===== src/rtl/lif_acc_pkg.sv =====
`default_nettype none
// ============================================================================
// Module      : lif_acc_pkg
// Description : Shared constants for the neuron-core spike output path.
// Revision    : 1.0 - initial release
// ============================================================================
package lif_acc_pkg;

    localparam int c_def_n = 32;
    localparam int c_def_b = 8;
    localparam int c_def_w = 4;

    localparam logic [1:0] c_st_idle = 2'd0;
    localparam logic [1:0] c_st_scan = 2'd1;
    localparam logic [1:0] c_st_eot  = 2'd2;

    localparam logic [c_def_b-1:0] c_eot_marker = 8'hFF;

endpackage : lif_acc_pkg
`default_nettype wire


===== src/rtl/spike_fifo.sv =====
`default_nettype none
// ============================================================================
// Module      : spike_fifo
// Description : Show-ahead circular FIFO with synchronous flush.
// Revision    : 1.0 - initial release
// ============================================================================
module spike_fifo #(
    parameter int B = 8,
    parameter int W = 4
) (
    input  logic         clk,
    input  logic         rst,
    input  logic         i_flush,
    input  logic         i_push,
    input  logic [B-1:0] i_push_data,
    input  logic         i_pop,
    output logic [B-1:0] o_pop_data,
    output logic         o_full,
    output logic [W:0]   o_count
);

    localparam logic [W:0] c_depth = (W+1)'(1 << W);

    logic [B-1:0] r_mem [0:(1<<W)-1];
    logic [W-1:0] r_wr_ptr;
    logic [W-1:0] r_rd_ptr;
    logic [W:0]   r_count;
    logic         w_empty;
    logic         w_do_push;
    logic         w_do_pop;

    assign w_empty   = (r_count == '0);
    assign o_full    = (r_count == c_depth);
    assign o_count   = r_count;
    assign w_do_push = i_push && !o_full && !i_flush;
    assign w_do_pop  = i_pop && !w_empty && !i_flush;

    // Forced to zero when empty so the head word is defined after reset/flush.
    assign o_pop_data = w_empty ? '0 : r_mem[r_rd_ptr];

    always_ff @(posedge clk or posedge rst) begin
        if (rst) begin
            r_wr_ptr <= '0;
            r_rd_ptr <= '0;
            r_count  <= '0;
        end else if (i_flush) begin
            r_wr_ptr <= '0;
            r_rd_ptr <= '0;
            r_count  <= '0;
        end else begin
            if (w_do_push) r_wr_ptr <= r_wr_ptr + 1'b1;
            if (w_do_pop)  r_rd_ptr <= r_rd_ptr + 1'b1;
            case ({w_do_push, w_do_pop})
                2'b10:   r_count <= r_count + 1'b1;
                2'b01:   r_count <= r_count - 1'b1;
                default: r_count <= r_count;
            endcase
        end
    end

    always_ff @(posedge clk) begin
        if (w_do_push) r_mem[r_wr_ptr] <= i_push_data;
    end

endmodule : spike_fifo
`default_nettype wire


===== src/rtl/spike_out_tx.sv =====
`default_nettype none
// ============================================================================
// Module      : spike_out_tx
// Description : Serialises fired-neuron vectors into spike IDs (+ optional
//               end-of-timestep marker) and streams them over valid/ready.
// Revision    : 1.0 - initial release
// ============================================================================
module spike_out_tx
    import lif_acc_pkg::*;
#(
    parameter int N      = c_def_n,
    parameter int B      = c_def_b,
    parameter int W      = c_def_w,
    parameter int EOT_EN = 1,
    parameter int CW     = 16
) (
    input  logic          clk_i,
    input  logic          rst_i,
    input  logic          flush_i,
    input  logic          fire_valid_i,
    input  logic [N-1:0]  fire_vec_i,
    output logic          fire_ready_o,
    output logic          out_valid_o,
    output logic [B-1:0]  out_data_o,
    input  logic          out_ready_i,
    output logic          full_o,
    output logic          busy_o,
    output logic [CW-1:0] spike_cnt_o
);

    localparam logic [B-1:0] c_eot = '1;

    logic [1:0]    r_state;
    logic [N-1:0]  r_scan;
    logic [CW-1:0] r_cnt;
    logic [N-1:0]  w_scan_next;
    logic [1:0]    w_state_done;
    logic          w_push;
    logic [B-1:0]  w_push_data;
    logic          w_pop;
    logic          w_full;
    logic [W:0]    w_count;
    logic          w_empty;

    function automatic logic [B-1:0] lowest_idx(input logic [N-1:0] v);
        logic [B-1:0] idx;
        idx = '0;
        for (int i = N - 1; i >= 0; i--) begin
            if (v[i]) idx = B'(i);
        end
        return idx;
    endfunction

    assign w_scan_next  = r_scan & (r_scan - N'(1));
    assign w_state_done = (EOT_EN != 0) ? c_st_eot : c_st_idle;
    assign w_empty      = (w_count == '0);

    // Push is gated on the registered full flag; a same-cycle pop never frees room.
    always_comb begin
        w_push      = 1'b0;
        w_push_data = lowest_idx(r_scan);
        if (!flush_i && !w_full) begin
            if (r_state == c_st_scan) begin
                w_push = 1'b1;
            end else if (r_state == c_st_eot) begin
                w_push      = 1'b1;
                w_push_data = c_eot;
            end
        end
    end

    assign w_pop = out_valid_o && out_ready_i && !flush_i;

    always_ff @(posedge clk_i or posedge rst_i) begin
        if (rst_i) begin
            r_state <= c_st_idle;
            r_scan  <= '0;
        end else if (flush_i) begin
            r_state <= c_st_idle;
            r_scan  <= '0;
        end else begin
            case (r_state)
                c_st_idle: begin
                    if (fire_valid_i) begin
                        r_scan  <= fire_vec_i;
                        r_state <= (|fire_vec_i) ? c_st_scan : w_state_done;
                    end
                end
                c_st_scan: begin
                    if (!w_full) begin
                        r_scan <= w_scan_next;
                        if (w_scan_next == '0) r_state <= w_state_done;
                    end
                end
                c_st_eot: begin
                    if (!w_full) r_state <= c_st_idle;
                end
                default: r_state <= c_st_idle;
            endcase
        end
    end

    // Markers are all-ones, a value no neuron index can take since N <= 2^B-1.
    always_ff @(posedge clk_i or posedge rst_i) begin
        if (rst_i) begin
            r_cnt <= '0;
        end else if (flush_i) begin
            r_cnt <= '0;
        end else if (w_pop && (out_data_o != c_eot) && (r_cnt != '1)) begin
            r_cnt <= r_cnt + 1'b1;
        end
    end

    spike_fifo #(
        .B (B),
        .W (W)
    ) u_fifo (
        .clk         (clk_i),
        .rst         (rst_i),
        .i_flush     (flush_i),
        .i_push      (w_push),
        .i_push_data (w_push_data),
        .i_pop       (w_pop),
        .o_pop_data  (out_data_o),
        .o_full      (w_full),
        .o_count     (w_count)
    );

    assign fire_ready_o = (r_state == c_st_idle);
    assign busy_o       = (r_state != c_st_idle);
    assign out_valid_o  = !w_empty;
    assign full_o       = w_full;
    assign spike_cnt_o  = r_cnt;

endmodule : spike_out_tx
`default_nettype wire

===== config.mk =====
export PLATFORM = sky130hd
export DESIGN_NAME = spike_out_tx
export DESIGN_NICKNAME = d
export VERILOG_FILES = /design/src/rtl/lif_acc_pkg.sv /design/src/rtl/spike_fifo.sv /design/src/rtl/spike_out_tx.sv
export SDC_FILE = /design/constraint.sdc
export NUM_CORES = 1
export LEC_CHECK = 0
export CELL_PAD_IN_SITES_DETAIL_PLACEMENT = 2
export CELL_PAD_IN_SITES_GLOBAL_PLACEMENT = 2
export CORE_ASPECT_RATIO = 1.5
export CORE_MARGIN = 2
export CORE_UTILIZATION = 41
export DETAILED_ROUTE_END_ITERATION = 6
export GPL_ROUTABILITY_DRIVEN = 0
export HOLD_SLACK_MARGIN = 0.1
export PLACE_DENSITY = 0.78
export SKIP_LAST_GASP = 1
export SLEW_MARGIN = 20
export SYNTH_ARGS = -nofsm -noshare
export SYNTH_HDL_FRONTEND = slang
export SYNTH_HIERARCHICAL = 1
export SYNTH_SLANG_ARGS = --single-unit

===== constraint.sdc =====
create_clock -name clk_i -period 4 [get_ports clk_i]
set_clock_uncertainty 0.1 [all_clocks]
set_input_delay 1.2 -clock clk_i [delete_from_list [all_inputs] [get_ports clk_i]]
set_output_delay 1.2 -clock clk_i [all_outputs]
set_load 0.02 [all_outputs]

==> results.toml <==
[status]
status = "completed"

[floorplan]
start_util = 0.417
dieHeight_um = 188
io_pins = 65
fp.dieW_um = 127
die-area_um2 = 23900
coreArea_um2 = 22300
rows = 67

[job]
cap_violations = 0

[setup_path]
worst-setup-path-type = "flip-flop to output port"
rrSetupSlack_ps = 300
r2r-start = "u_fifo/r_rd_ptr[0]$_DFFE_PP0P_"
arrival_ps = 2680
cp.required_ps = 2700
cp_top_family = "multiplexers"
critical_path.startpoint = "u_fifo/r_rd_ptr[0]$_DFFE_PP0P_"
crit_fanout = 5
cp_slowest_cell = "mux4_2"
cp_num_buf_inv = 3
path_cells = "buf_4 > buf_12 > mux4_2 > mux4_2 > and2_1 > dlygate4sd2_1"
worstSetupEndpointType = "output port"
critPathMaxStageDelay_ps = 540
cp-start-kind = "flip-flop"
crit_top_cell = "mux4_2"

[pwr]
clockPowerShare = 0.244
p_int_uw = 4490
total_power_uw = 7260
vdd_ir_drop_max_v = 0.000391
swShare = 0.382
net-switching-power_uw = 2770
p_leak_uw = 0.00403
combPwrFrac = 0.347
p_seq_frac = 0.409
power_density_nw_per_um2 = 657

[timing]
whs_ps = 450
setup_viol = 0
slew_viol_final = 0
max_slew_margin = 0.524
setup_slack_ps = 22.0
max_slew.worst_pin.slew_ps = 713
tns_ps = 0
rsz0062_at_grt = "yes"
min_period_over_period = 0.995
fmax_mhz = 251
finalHoldViolCount = 0
period_minus_slack_ps = 3980

[clock_network]
cts.sinks = 191
htree_num_levels = 4
cts_buffer_depth = 2
ctsRootBufferMaster = "clkbuf_16"
cts_tree = "done"
clkTransAtPathRegs_ps = 70
cts_made_buffers = 17
clk_latency_ps = 440

[yosys]
yosysMostFrequentCell = "edfxtp_1"
synth-edff-count = 128
synth-async-reset-ratio = 0.330
yosys.area.top_type = "edfxtp_1"
netlist_top_cells_count = "edfxtp_1, dfrtp_1, nor2_1"
synth_ff_type = "edfxtp_1"
synth-seq-cells = 191
syn-cell-area_um2 = 9290
synthCells = 743
ys_types = 66
synth_nets = 792
synth_top_area_share = 0.414
yosysWarnings = 6
yosysSeqAreaShare = 0.583
avgSynthCellArea_um2 = 12.5
synth_area_leaders = "edfxtp_1, dfrtp_1, mux4_2, o21ai_0, nor2_1"

[routing]
totalWireLength_um = 30400
avgRoutedWirePerCell_um = 27.4
drt_pass1_iterations = 4
drt_first_iter_violations = 434
drcViolationCount = 0
via_per_inst = 6.02
num_vias = 6696
drtAntennaViolNets = 0

[global_routing]
grt.total_usage = 0.265
grt_start_max_net_pins = 49
grt_pass1_wl_um = 47100
grt_pass1_vias = 7667
antenna_found_initial = 1
grt_overflow = 0

[placement]
port_buffers = 64
dpl_cell_area_um2 = 10400
dp_hpwl_um = 22400
dpl_worst_slack_ps = 12.4

[final_layout]
syn2layout_area_growth_pct = 18.9
final_cell_area_um2 = 11100
fin_nets = 873
diodes = 0
drive_above_1_share = 0.172

[worst_hold_path]
min_from = "r_state[0]$_DFFE_PP0P_"
hold_path.class = "flip-flop to flip-flop"
registers in the layout (all words and copies together), names as in the netlist:
name / cells
spike_cnt_o: 16
r_scan: 32
u_fifo/r_wr_ptr: 4
u_fifo/o_count: 5
r_state: 2
u_fifo/r_rd_ptr: 4
u_fifo/r_mem: 128
worst register-to-register path: stages, from the launching register on:
cell     delay (ps)
dfrtp_2         470
buf_12          160
buf_12          140
mux4_2          510
mux4_2          500
and2_1          200
nand4_1         200
o21a_1          350
o21a_1          210
nand3_1         240
or3_1           400
a21oi_1         150
layout by cell type (no fill, tap or decap), types with 3 or more instances in the layout:
| cell type | count |
|---|---|
| ha_1 | 12 |
| a22o_1 | 13 |
| nor3_1 | 24 |
| nand3_1 | 17 |
| a31oi_1 | 16 |
| buf_2 | 5 |
| nor2_1 | 62 |
| mux4_2 | 40 |
| xor2_1 | 15 |
| o22ai_1 | 4 |
| and2_1 | 11 |
| dfrtp_1 | 62 |
| nand2b_1 | 7 |
| mux2i_1 | 6 |
| nand4_1 | 12 |
| o211ai_1 | 3 |
| clkbuf_16 | 17 |
| a21oi_1 | 28 |
| edfxtp_1 | 128 |
| or3_1 | 9 |
| nand2_1 | 52 |
| and3_1 | 10 |
| o31ai_1 | 4 |
| or4_1 | 6 |
| xnor2_1 | 3 |
| a211oi_1 | 3 |
| or4_4 | 3 |
| o21a_1 | 5 |
| buf_4 | 47 |
| buf_12 | 5 |
| inv_6 | 5 |
| inv_1 | 20 |
| clkdlybuf4s50_1 | 55 |
| nor4_1 | 17 |
| o21ai_0 | 52 |
power by group through the flow:
| stage | Combinational [µW] | Clock (µW) | Sequential, µW |
|---|---|---|---|
| 2_1_floorplan | 1730 | 0 | 2770 |
| 3_3_place_gp | 2340 | 0 | 2970 |
| 3_5_place_dp | 2530 | 0 | 3000 |
| 4_1_cts | 2530 | 1800 | 2960 |
| 5_1_grt | 2750 | 1870 | 3000 |
| 6_report | 2520 | 1770 | 2970 |
through the flow:
step                 util  instances
global placement    0.467       1074
finish              0.496       1113
CTS                 0.495       1111
detailed placement  0.467       1074
global route        0.496       1113
floorplan               -        743
timing repair:
action,CTS,global route
hold buffers,0,0
resized for setup,21,6
setup buffers,5,2
endpoints found under the setup margin,8,5
per-layer routing:
metal  vias up  part of all wire  routed length [µm]  global-route usage
li1       2996                 -                   -                   -
met2       146              0.58               17800               0.526
met5         -                 0                   0                   0
met4         0             0.030                 907              0.0926
met3        39             0.035                1080              0.0400
met1      3515              0.35               10700               0.278
path summary, 6_finish.rpt:
path,cells past startpoint,end
max reg2reg,11,spike_cnt_o[11]$_DFFE_PP0P_
min,1,r_state[0]$_DFFE_PP0P_
max in group asynchronous,3,spike_cnt_o[8]$_DFFE_PP0P_
max,6,out_data_o[6]
min reg2reg,1,r_state[0]$_DFFE_PP0P_
min in group asynchronous,2,r_scan[25]$_DFFE_PP0P_
area by class of cell:
class	instances	area (µm²)
Fill cell	2212	11200
Clock buffer	20	457
Clock inverter	12	146
Timing Repair Buffer	116	1060
Sequential cell	191	5420
Inverter	21	78.8
Multi-Input combinational cell	477	3540
Tap cell	276	345
cells by family (layout without fill, tap and decap cells):
group | Yosys count | in the layout | share of synthesized area
AND/OR/NAND/NOR | 244 | 244 | 0.133
flip-flops | 191 | 191 | 0.583
AO/OA/AOI/OAI | 155 | 155 | 0.108
buffers and inverters | 75 | 169 | 0.0369
multiplexers | 48 | 48 | 0.106
XOR/XNOR | 18 | 18 | 0.0170
adder cells (fa/ha/maj) | 12 | 12 | 0.0162
Note: power is estimated with default switching activity, not from simulation.
